File: src/rtl/program_counter_unit.sv
// Fetch-stage program counter: next-PC selection plus a circular return-address stack.
// All state advances on the falling edge of clk; reset is asynchronous and active-low.
module program_counter_unit #(
  parameter int unsigned      WIDTH            = 32,
  parameter logic [WIDTH-1:0] RESET_VECTOR     = '0,
  parameter logic [31:0]      EXCEPTION_VECTOR = 32'h0000_0180,
  parameter int unsigned      INSTR_BYTES      = 4,
  parameter int unsigned      RAS_DEPTH        = 4
) (
  input  logic             clk,
  input  logic             reset,
  input  logic             freeze,
  input  logic             exception,
  input  logic             branchTaken,
  input  logic [WIDTH-1:0] branchTarget,
  input  logic             jump,
  input  logic             call,
  input  logic [WIDTH-1:0] jumpTarget,
  input  logic             ret,
  output logic [WIDTH-1:0] programCounterOutput,
  output logic [WIDTH-1:0] programCounterPlusStep,
  output logic             rasEmpty,
  output logic             rasFull,
  output logic             rasOverflow,
  output logic             rasUnderflow
);

  localparam int unsigned      PTR_W     = $clog2(RAS_DEPTH);
  localparam int unsigned      CNT_W     = PTR_W + 1;
  localparam logic [WIDTH-1:0] EXC_VEC   = WIDTH'(EXCEPTION_VECTOR);
  localparam logic [WIDTH-1:0] STEP      = WIDTH'(INSTR_BYTES);
  localparam logic [CNT_W-1:0] DEPTH_CNT = CNT_W'(RAS_DEPTH);

  logic [WIDTH-1:0] pc_q, pc_d;
  logic [PTR_W-1:0] wp_q, wp_d;
  logic [CNT_W-1:0] count_q, count_d;
  logic             overflow_q, overflow_d;
  logic             underflow_q, underflow_d;
  logic             push_en;
  logic [WIDTH-1:0] plus_step;
  logic [PTR_W-1:0] top_idx;
  logic [WIDTH-1:0] ras_top;
  logic             ras_empty;
  logic             ras_full;

  // Stack entries carry no reset: a valid count always guards what is read back.
  logic [WIDTH-1:0] ras_q [RAS_DEPTH];

  assign plus_step = pc_q + STEP;
  assign top_idx   = wp_q - PTR_W'(1);
  assign ras_top   = ras_q[top_idx];
  assign ras_empty = (count_q == '0);
  assign ras_full  = (count_q == DEPTH_CNT);

  always_comb begin
    pc_d        = pc_q;
    wp_d        = wp_q;
    count_d     = count_q;
    overflow_d  = overflow_q;
    underflow_d = 1'b0;
    push_en     = 1'b0;
    if (exception) begin
      pc_d = EXC_VEC;
    end else if (freeze) begin
      pc_d = pc_q;
    end else if (ret) begin
      if (ras_empty) begin
        pc_d        = EXC_VEC;
        underflow_d = 1'b1;
      end else begin
        pc_d    = ras_top;
        wp_d    = top_idx;
        count_d = count_q - CNT_W'(1);
      end
    end else if (call) begin
      pc_d    = jumpTarget;
      push_en = 1'b1;
      wp_d    = wp_q + PTR_W'(1);
      // A push onto a full stack silently replaces the oldest return address.
      if (ras_full) begin
        overflow_d = 1'b1;
      end else begin
        count_d = count_q + CNT_W'(1);
      end
    end else if (jump) begin
      pc_d = jumpTarget;
    end else if (branchTaken) begin
      pc_d = branchTarget;
    end else begin
      pc_d = plus_step;
    end
  end

  always_ff @(negedge clk or negedge reset) begin
    if (!reset) begin
      pc_q        <= RESET_VECTOR;
      wp_q        <= '0;
      count_q     <= '0;
      overflow_q  <= 1'b0;
      underflow_q <= 1'b0;
    end else begin
      pc_q        <= pc_d;
      wp_q        <= wp_d;
      count_q     <= count_d;
      overflow_q  <= overflow_d;
      underflow_q <= underflow_d;
    end
  end

  always_ff @(negedge clk) begin
    if (reset && push_en) begin
      ras_q[wp_q] <= plus_step;
    end
  end

  assign programCounterOutput   = pc_q;
  assign programCounterPlusStep = plus_step;
  assign rasEmpty               = ras_empty;
  assign rasFull                = ras_full;
  assign rasOverflow            = overflow_q;
  assign rasUnderflow           = underflow_q;

endmodule

File: config.mk
export PLATFORM = sky130hd
export DESIGN_NAME = program_counter_unit
export DESIGN_NICKNAME = d
export VERILOG_FILES = /design/src/rtl/program_counter_unit.sv
export SDC_FILE = /design/constraint.sdc
export NUM_CORES = 1
export LEC_CHECK = 0
export BUFFER_PORTS_ARGS = -buffer_cell sky130_fd_sc_hd__buf_2
export CORE_MARGIN = 1
export CORE_UTILIZATION = 50
export CTS_BUF_LIST = sky130_fd_sc_hd__clkbuf_4
export CTS_CLUSTER_SIZE = 25
export DETAILED_ROUTE_END_ITERATION = 16
export GPL_TIMING_DRIVEN = 0
export PLACE_DENSITY_LB_ADDON = 0.1
export SLEW_MARGIN = 20
export SYNTH_ARGS = -nofsm -noshare
export SYNTH_HDL_FRONTEND = slang
export SYNTH_SLANG_ARGS = --single-unit
export TNS_END_PERCENT = 100
File: constraint.sdc
create_clock -name clk -period 6.81 [get_ports clk]
set_input_delay 0.681 -clock clk [delete_from_list [all_inputs] [get_ports clk]]
set_output_delay 0.681 -clock clk [all_outputs]
set_load 0.05 [all_outputs]
==> flow_summary.ini, run 1 <==
[placed_design]
io_buffers = 139
finalWeightedCongestion = 0.854
pre_cts_slack_ns = -0.00649
hpwl_um = 17800
place_inst = 1013

[routing]
drc_errors = 0
ant_nets = 0
viasPerCell = 5.96
vias = 7255
wl_per_cell_um = 22.0
detail_route.iter0.violations = 775
drt-total-wl_um = 26700
drtPass1Iterations = 6

[synthesis]
synth_top_area_share_pct = 46.5
synth_edf_count = 128
ys_seq_area_share_pct = 58.3
synth_warnings = 0
synth.most_common_cell = edfxtp_1
synthFlopType = edfxtp_1
avgSynthCellArea_um2 = 12.6
syn-cell-area_um2 = 8260
synth_area_leaders = edfxtp_1, dfrtn_1, mux4_2, mux2i_1, o21ai_0
async_flop_share_pct = 23.4
synth_nets = 732
synthCells = 654
ys_seq_elements = 167
synth.distinct_cells = 67
synth_area_leader_cell = edfxtp_1
synth_common_cells = edfxtp_1, o21ai_0, nand2_1

[floorplan]
start_util_pct = 51.6
placementRows = 46
die_h_um = 131
core_um2 = 16000
ios = 140
die_area_um2 = 17000
die_w_um = 131

[power_and_ir_drop]
p_per_area_nw_per_um2 = 338
p_leak_nw = 4.82
switching_share_pct = 41.7
p_int_mw = 2.12
p_sw_mw = 1.51
pwr-share-comb_pct = 39.2
power.share.sequential_pct = 35.2
peakVddDrop_v = 0.000177
clkPwrFrac_pct = 25.6

[worst_setup_path]
start_kind = register
path_cells = buf_8 > nand4_1 > buf_4 > or4_4 > nor3_4 > buf_4 > xor2_2 > buf_6
cp_common_cell = buf_4
cpLargestDelayFamily = simple AND/OR/NAND/NOR gates
cp_max_fo = 5
cp-end-kind = primary output
critPathMaxStageDelay_ns = 0.51
arrival_ns = 6.11
cp_slowest_cell = or4_4
path_buf_inv = 4
crit_type = register to primary output
cp.required_ns = 6.13

[clock_network]
root_buffer = clkbuf_4
max-clock-path-buffers = 2
insertion_delay_ns = 0.61
h-tree-depth = 4
clkSinkCount = 167
cts_made_buffers = 17
cts_tree = built
clkTransAtPathRegs_ns = 0.10
ctsHoldBuffers = 0

[sta]
hold_viol_final = 0
setup_ws_ns = 0.0195
setup_viol = 0
worst_pin_slew_ns = 0.996
fin_skew_ns = 0.0981
final_max_slew_viol_count = 0
rsz0062_at_grt = yes
slew_headroom_pct = 33.6

[status]
status = completed

[job]
max_cap_violations = 0

[global_routing]
antenna_found_initial = 0
grt_usage_pct = 31.8
grt_pass1_vias = 7153
overflow = 0
grt_pass1_wl_um = 39000
grt_max_degree = 41

[finish]
areaGrowthSynthToFinish_pct = 30.0
num_antenna_cells = 0
fin_cells = 1217
drive_above_1_share_pct = 31.0
filler_cell_count = 1335
fin_nets = 1066

[min_path]
min_path_type = register to register
-- logic make-up after synthesis --
group           Yosys count  share of synthesized area (%)
flops                   167                           58.3
simple gates            160                           10.4
xor+xnor                 27                           2.86
mux                      49                           9.05
fa+ha+maj                 6                          0.999
buf+inv                  73                           4.04
compound gates          172                           14.3
-- sequential cells by signal, indices dropped and copies added, names as in the netlist --
signal / count
wp_q: 2
ras_q: 128
count_q: 3
rasOverflow: 1
rasUnderflow: 1
programCounterOutput: 32
-- path summary, 6_finish.rpt --
path / to / slack, ns / depth (start not counted) / from
min in group asynchronous: programCounterOutput[27]$_DFFE_NN0P_ / 3.58 / 1 / reset
max in group asynchronous: programCounterOutput[10]$_DFFE_NN0P_ / 2.56 / 1 / reset
max reg2reg: programCounterOutput[6]$_DFFE_NN0P_ / 2.95 / 11 / wp_q[0]$_DFFE_NN0P_
max: programCounterPlusStep[28] / 0.02 / 8 / programCounterOutput[16]$_DFFE_NN0P_
min: rasOverflow$_DFFE_NN0P_ / 0.45 / 1 / rasOverflow$_DFFE_NN0P_
min reg2reg: rasOverflow$_DFFE_NN0P_ / 0.45 / 1 / rasOverflow$_DFFE_NN0P_
-- power by group through the flow --
stage | clock network [mW] | logic [mW] | registers (mW)
finish | 0.930 | 1.42 | 1.28
global route | 1.03 | 1.50 | 1.28
detailed placement | 0.112 | 1.31 | 1.30
CTS | 0.936 | 1.36 | 1.28
floorplan | 0.112 | 0.834 | 1.41
global placement | 0.112 | 1.28 | 1.30
-- metrics by stage --
step | TNS (ns) | hold slack [ns] | instance area, um2 | util (%) | power, mW
after floorplan | -0.00119 | 0.416 | 8300 | - | 2.36
after global placement | -63.97 | 0.430 | 9270 | 57.9 | 2.68
after detailed placement | -0.00649 | 0.445 | 9370 | 58.6 | 2.72
after CTS | -0.00625 | 0.451 | 10400 | 65.1 | 3.57
after global routing | -0.184 | 0.480 | 10700 | 67.1 | 3.81
final | 0 | 0.452 | 10700 | 67.1 | 3.63
-- worst register-to-register path, cell delays in order, from the launching register on --
cell and delay (ns):
dfrtn_1 0.47, buf_2 0.29, buf_2 0.42, inv_1 0.24, ha_1 0.35, clkbuf_1 0.39
buf_2 0.46, buf_2 0.40, mux4_2 0.35, nor2_1 0.09, nor2_1 0.05, a22o_1 0.20
-- per-layer routing --
layer | part of all wire (%) | up-vias | track usage [%]
met4 | 3.4 | 0 | 14.7
met3 | 9.3 | 76 | 7.49
met1 | 39 | 3531 | 40.7
met2 | 49 | 446 | 51.7
met5 | 0 | - | 0
li1 | - | 3202 | -
-- cells in the final DEF, fill, tap and decap left out, drive strengths merged, types with 18 or more instances in the layout --
| master | count |
|---|---|
| mux4 | 20 |
| mux2i | 23 |
| dfrtn | 39 |
| nand3 | 18 |
| nand2 | 40 |
| nor2 | 32 |
| a21oi | 21 |
| o21ai | 43 |
| inv | 153 |
| buf | 203 |
| edfxtp | 128 |
| clkbuf | 55 |
| xnor2 | 20 |
-- layout make-up --
type                       instances  area (um2)  area share, %
buffer                            49         259           2.41
clock buffer                      21         158           1.47
clock inverter                   139         634           5.91
inverter                          23        86.3          0.804
multi-input combinational        414        3320           30.9
sequential                       167        4820           44.9
tap                              216         270           2.52
timing repair buffer             188        1200           11.1
-- what timing repair did --
action,4_1_cts,5_1_grt
pin swaps,6,8
cloned,0,0
buffers inserted,13,32
resized for setup,36,16
endpoints found under the setup margin,17,15
Note: power is estimated with default switching activity, not from simulation.
==> run 2, diff against run 1 <==
==> constraint.sdc (replaced) <==
create_clock -name clk -period 6.81 [get_ports clk]
set_input_delay 1.362 -clock clk [delete_from_list [all_inputs] [get_ports clk]]
set_output_delay 1.362 -clock clk [all_outputs]
set_load 0.05 [all_outputs]
==> flow_summary.ini, run 2 (synthesis gave the netlist of run 1 again) <==
[worst_setup_path]
cp.required_ns = 5.45
critPathLaunch = programCounterOutput[18]$_DFFE_NN0P_
reg2reg_slack_ns = 2.87
path_buf_inv = 3
start_kind = register
crit_type = register to primary output
cp_max_fo = 5
cpLargestDelayFamily = simple AND/OR/NAND/NOR gates
critPathMaxStageDelay_ns = 0.54
crit_end = programCounterPlusStep[28]
cp_slowest_cell = dfrtn_1
cp-end-kind = primary output
arrival_ns = 6.17
r2r_end = programCounterOutput[6]$_DFFE_NN0P_
r2r_cells = 11
path_cells = nand4_1 > buf_4 > or4_4 > nor3_4 > buf_6 > xor2_4 > buf_8
reg2reg_from = wp_q[0]$_DFFE_NN0P_
path_depth = 7

[routing]
ant_nets = 0
wl_per_cell_um = 22.6
drtPass1Iterations = 5
drt-total-wl_um = 28800
drc_errors = 0
detail_route.iter0.violations = 865
vias = 7761
viasPerCell = 6.10

[clock_network]
ctsHoldBuffers = 0
h-tree-depth = 4
cts_tree = built
max-clock-path-buffers = 2
clkTransAtPathRegs_ns = 0.11
insertion_delay_ns = 0.60
root_buffer = clkbuf_4
cts_made_buffers = 17
clkSinkCount = 167

[sta]
fin_skew_ns = 0.103
setup_viol = 24
hold_viol_final = 0
fin_setup_tns_ns = -10.94
setup_ws_ns = -0.720
worst_hold_slack_ns = 0.468
slew_headroom_pct = 34.7
rsz0062_at_grt = yes
worst_pin_slew_ns = 0.980
final_max_slew_viol_count = 0

[floorplan]
die_w_um = 131
ios = 140
core_um2 = 16000
die_area_um2 = 17000
start_util_pct = 51.6
placementRows = 46
die_h_um = 131

[global_routing]
grt_pass1_vias = 7584
grt_usage_pct = 33.8
grt_pass1_wl_um = 41300
antenna_found_initial = 1
overflow = 0
grt_max_degree = 41

[placed_design]
hpwl_um = 18200
io_buffers = 139
finalWeightedCongestion = 0.886
pre_cts_slack_ns = -0.469
placed_area_um2 = 9630

[min_path]
min_path_type = register to register

[finish]
layout_common_cells = inv_1, edfxtp_1, buf_2, buf_4
fin_nets = 1120
regMostFlops = ras_q
drive_above_1_share_pct = 37.5
final_common_cell = inv_1
largest_register_ffs = 128
areaGrowthSynthToFinish_pct = 41.5
fin_area_um2 = 11700

[power_and_ir_drop]
peakVddDrop_v = 0.000186
p_per_area_nw_per_um2 = 317
p_leak_nw = 5.29

[status]
status = finished with violations
violations = negative setup slack

[job]
max_cap_violations = 0
## run 2: how the worst min path moves through the flow
stage / startpoint / to / cells after the start
CTS: count_q[0]$_DFFE_NN0P_ / count_q[0]$_DFFE_NN0P_ / 1
floorplan: count_q[0]$_DFFE_NN0P_ / count_q[0]$_DFFE_NN0P_ / 1
global route: count_q[0]$_DFFE_NN0P_ / count_q[0]$_DFFE_NN0P_ / 1
finish: rasOverflow$_DFFE_NN0P_ / rasOverflow$_DFFE_NN0P_ / 1
global placement: count_q[0]$_DFFE_NN0P_ / count_q[0]$_DFFE_NN0P_ / 1
detailed placement: count_q[0]$_DFFE_NN0P_ / count_q[0]$_DFFE_NN0P_ / 1
## run 2: where the power goes
group | leakage, nW | internal, mW | switching, mW | total (mW)
Combinational | 2.78 | 0.604 | 0.950 | 1.55
Sequential | 1.68 | 1.20 | 0.0731 | 1.28
Clock | 0.831 | 0.293 | 0.580 | 0.873
Total | 5.29 | 2.10 | 1.60 | 3.70
## run 2: timing repair
item,4_1_cts,5_1_grt
gates resized for setup,88,50
setup endpoints to repair,26,30
pin swaps,27,31
buffers inserted,61,47
## run 2: layer usage
layer  up-vias  wire length (um)  global-route usage, %
met4         0              1310                   18.5
li1       3316                 -                      -
met5         -                 0                      0
met2       581             13600                   53.7
met1      3737             10900                   43.3
met3       127              2870                   7.61
## run 2: worst reg2reg max path, stage by stage (launching register included)
cell	delay (ns)
dfrtn_1	0.47
buf_2	0.26
buf_2	0.45
inv_1	0.25
ha_1	0.34
clkbuf_1	0.44
buf_2	0.48
buf_2	0.38
mux4_2	0.37
nor2_1	0.11
nor2_1	0.06
a22o_1	0.20
## run 2: per-stage QoR
| step | cells | power [mW] | utilization, % |
|---|---|---|---|
| floorplan | 654 | 2.39 | - |
| CTS | 1233 | 3.64 | 70.1 |
| global placement | 1009 | 2.73 | 59.6 |
| global route | 1272 | 3.88 | 73.1 |
| finish | 1273 | 3.70 | 73.1 |
| detailed placement | 1013 | 2.76 | 60.2 |
## run 2: area by class of cell
cell class	instances	area (um2)
Tap cell	216	270
Timing Repair Buffer	246	1810
Inverter	23	86.3
Antenna cell	2	5.00
Multi-Input combinational cell	414	3690
Sequential cell	167	4820
Clock buffer	18	135
Clock inverter	142	617
Buffer	45	258
Fill cell	1186	4310
==> run 3, diff against run 2 <==
--- a/config.mk
+++ b/config.mk
@@ -6,6 +6,8 @@
 export NUM_CORES = 1
 export LEC_CHECK = 0
 export BUFFER_PORTS_ARGS = -buffer_cell sky130_fd_sc_hd__buf_2
+export CAP_MARGIN = 5
+export CORE_ASPECT_RATIO = 1.4
 export CORE_MARGIN = 1
 export CORE_UTILIZATION = 50
 export CTS_BUF_LIST = sky130_fd_sc_hd__clkbuf_4
==> flow_summary.ini, run 3 (synthesis gave the netlist of run 1 again) <==
[placed_design]
place_inst = 996
finalWeightedCongestion = 0.838
hpwl_um = 18200
io_buffers = 139

[routing]
drtPass1Iterations = 6
ant_nets = 0
wl_per_cell_um = 22.9
drc_errors = 0
detail_route.iter0.violations = 777
vias = 7801
drt-total-wl_um = 29100
viasPerCell = 6.15

[power_and_ir_drop]
p_total_mw = 3.71
peakVddDrop_v = 0.000203
p_per_area_nw_per_um2 = 315
p_leak_nw = 5.35

[global_routing]
grt_pass1_wl_um = 42100
grt_pass1_vias = 7671
grt_max_degree = 41
overflow = 0
antenna_found_initial = 1
grt_usage_pct = 33.4

[floorplan]
die_area_um2 = 17100
start_util_pct = 51.1
core_um2 = 16200
placementRows = 55
die_w_um = 111
ios = 140
die_h_um = 154

[finish]
seq_area_um2 = 4820
finish.utilization_pct = 72.8
filler_cell_count = 1135
fin_cells = 1268
fin_nets = 1133
regMostFlops = ras_q
layout_common_cells = inv_1, edfxtp_1, buf_2, buf_4, o21ai_0
multiInputGateArea_um2 = 3700
largest_register_ffs = 128
drive_above_1_share_pct = 38.3
areaGrowthSynthToFinish_pct = 42.5
final_common_cell = inv_1

[status]
violations = negative setup slack
status = finished with violations

[clock_network]
max-clock-path-buffers = 2
root_buffer = clkbuf_4
cts_tree = built
clkSinkCount = 167
ctsHoldBuffers = 0
insertion_delay_ns = 0.61
cts_made_buffers = 17
clkTransAtPathRegs_ns = 0.11
h-tree-depth = 4

[worst_setup_path]
start_kind = register
cp_max_fo = 3
crit_type = register to primary output
cp.required_ns = 5.45
cp-end-kind = primary output
arrival_ns = 6.10

[job]
max_cap_violations = 0

[sta]
fin_setup_tns_ns = -7.32
hold_viol_final = 0
fin_skew_ns = 0.101
slew_headroom_pct = 38.7
worst_pin_slew_ns = 0.920
setup_ws_ns = -0.652
setup_viol = 22
worst_hold_slack_ns = 0.430
final_max_slew_viol_count = 0
rsz0062_at_grt = yes

[min_path]
min_path_type = register to register
==> run 3: cell types whose count changed in the layout (fill, tap and decap cells not counted), sizes merged <==
| cell | delta |
|---|---|
| clkinvlp | +2 |
| clkbuf | +2 |
| inv | -4 |
| buf | +12 |
| clkinv | +1 |
| diode | -1 |
==> run 3: power breakdown <==
part	total, mW	internal (mW)	leakage (nW)	switching, mW
Clock	0.875	0.292	0.824	0.582
Combinational	1.56	0.618	2.85	0.941
Sequential	1.27	1.20	1.68	0.0679
==> run 3: final cells by class <==
class                   instances  share of cell area (%)
clock buffers                  19                    1.21
clock inverters               141                    5.15
multi-input cells             414                    31.4
well taps                     199                    2.11
repair buffers                257                    16.0
inverters                      23                   0.733
flip-flops and latches        167                    40.9
plain buffers                  47                    2.37
diodes                          1                  0.0212
==> run 3: timing repair <==
item / in CTS / in global routing
setup endpoints to repair: 28 / 27
gates resized for setup: 100 / 27
cloned: 0 / 1
pin swaps: 38 / 38
setup buffers: 68 / 46
==> run 3: metrics by stage <==
step / cell area, um2 / worst slack, ns
2_1_floorplan: 8570 / -0.472
3_3_place_gp: 9520 / -1.36
3_5_place_dp: 9610 / -0.502
4_1_cts: 11300 / -0.621
5_1_grt: 11800 / -0.706
6_report: 11800 / -0.652
==> run 3: final timing paths <==
kind	startpoint	endpoint	slack [ns]	cells past startpoint
worst max-delay path	programCounterOutput[19]$_DFFE_NN0P_	programCounterPlusStep[28]	-0.65	7
worst min-delay path	rasOverflow$_DFFE_NN0P_	rasOverflow$_DFFE_NN0P_	0.43	1
worst max register to register	wp_q[0]$_DFFE_NN0P_	programCounterOutput[1]$_DFFE_NN0P_	2.98	10
worst min register to register	rasOverflow$_DFFE_NN0P_	rasOverflow$_DFFE_NN0P_	0.43	1
max in group asynchronous	reset	programCounterOutput[14]$_DFFE_NN0P_	2.22	1
min in group asynchronous	reset	programCounterOutput[19]$_DFFE_NN0P_	4.12	1
==> run 3: per-layer routing <==
| layer | part of all wire [%] | wire [um] | up-vias | track usage [%] |
|---|---|---|---|---|
| met5 | 0 | 0 | - | 0 |
| met4 | 5.5 | 1590 | 0 | 18.3 |
| met3 | 9.1 | 2640 | 144 | 7.80 |
| met2 | 51 | 14700 | 550 | 57.3 |
| met1 | 35 | 10100 | 3779 | 38.5 |
| li1 | - | - | 3328 | - |
==> run 3: worst max-delay path: stages, from the launching register on <==
cell and delay [ns]:
dfrtn_1 0.50, nand4_1 0.18, buf_4 0.20, or4_4 0.50
nor3_4 0.27, buf_6 0.15, xor2_4 0.17, buf_6 0.18
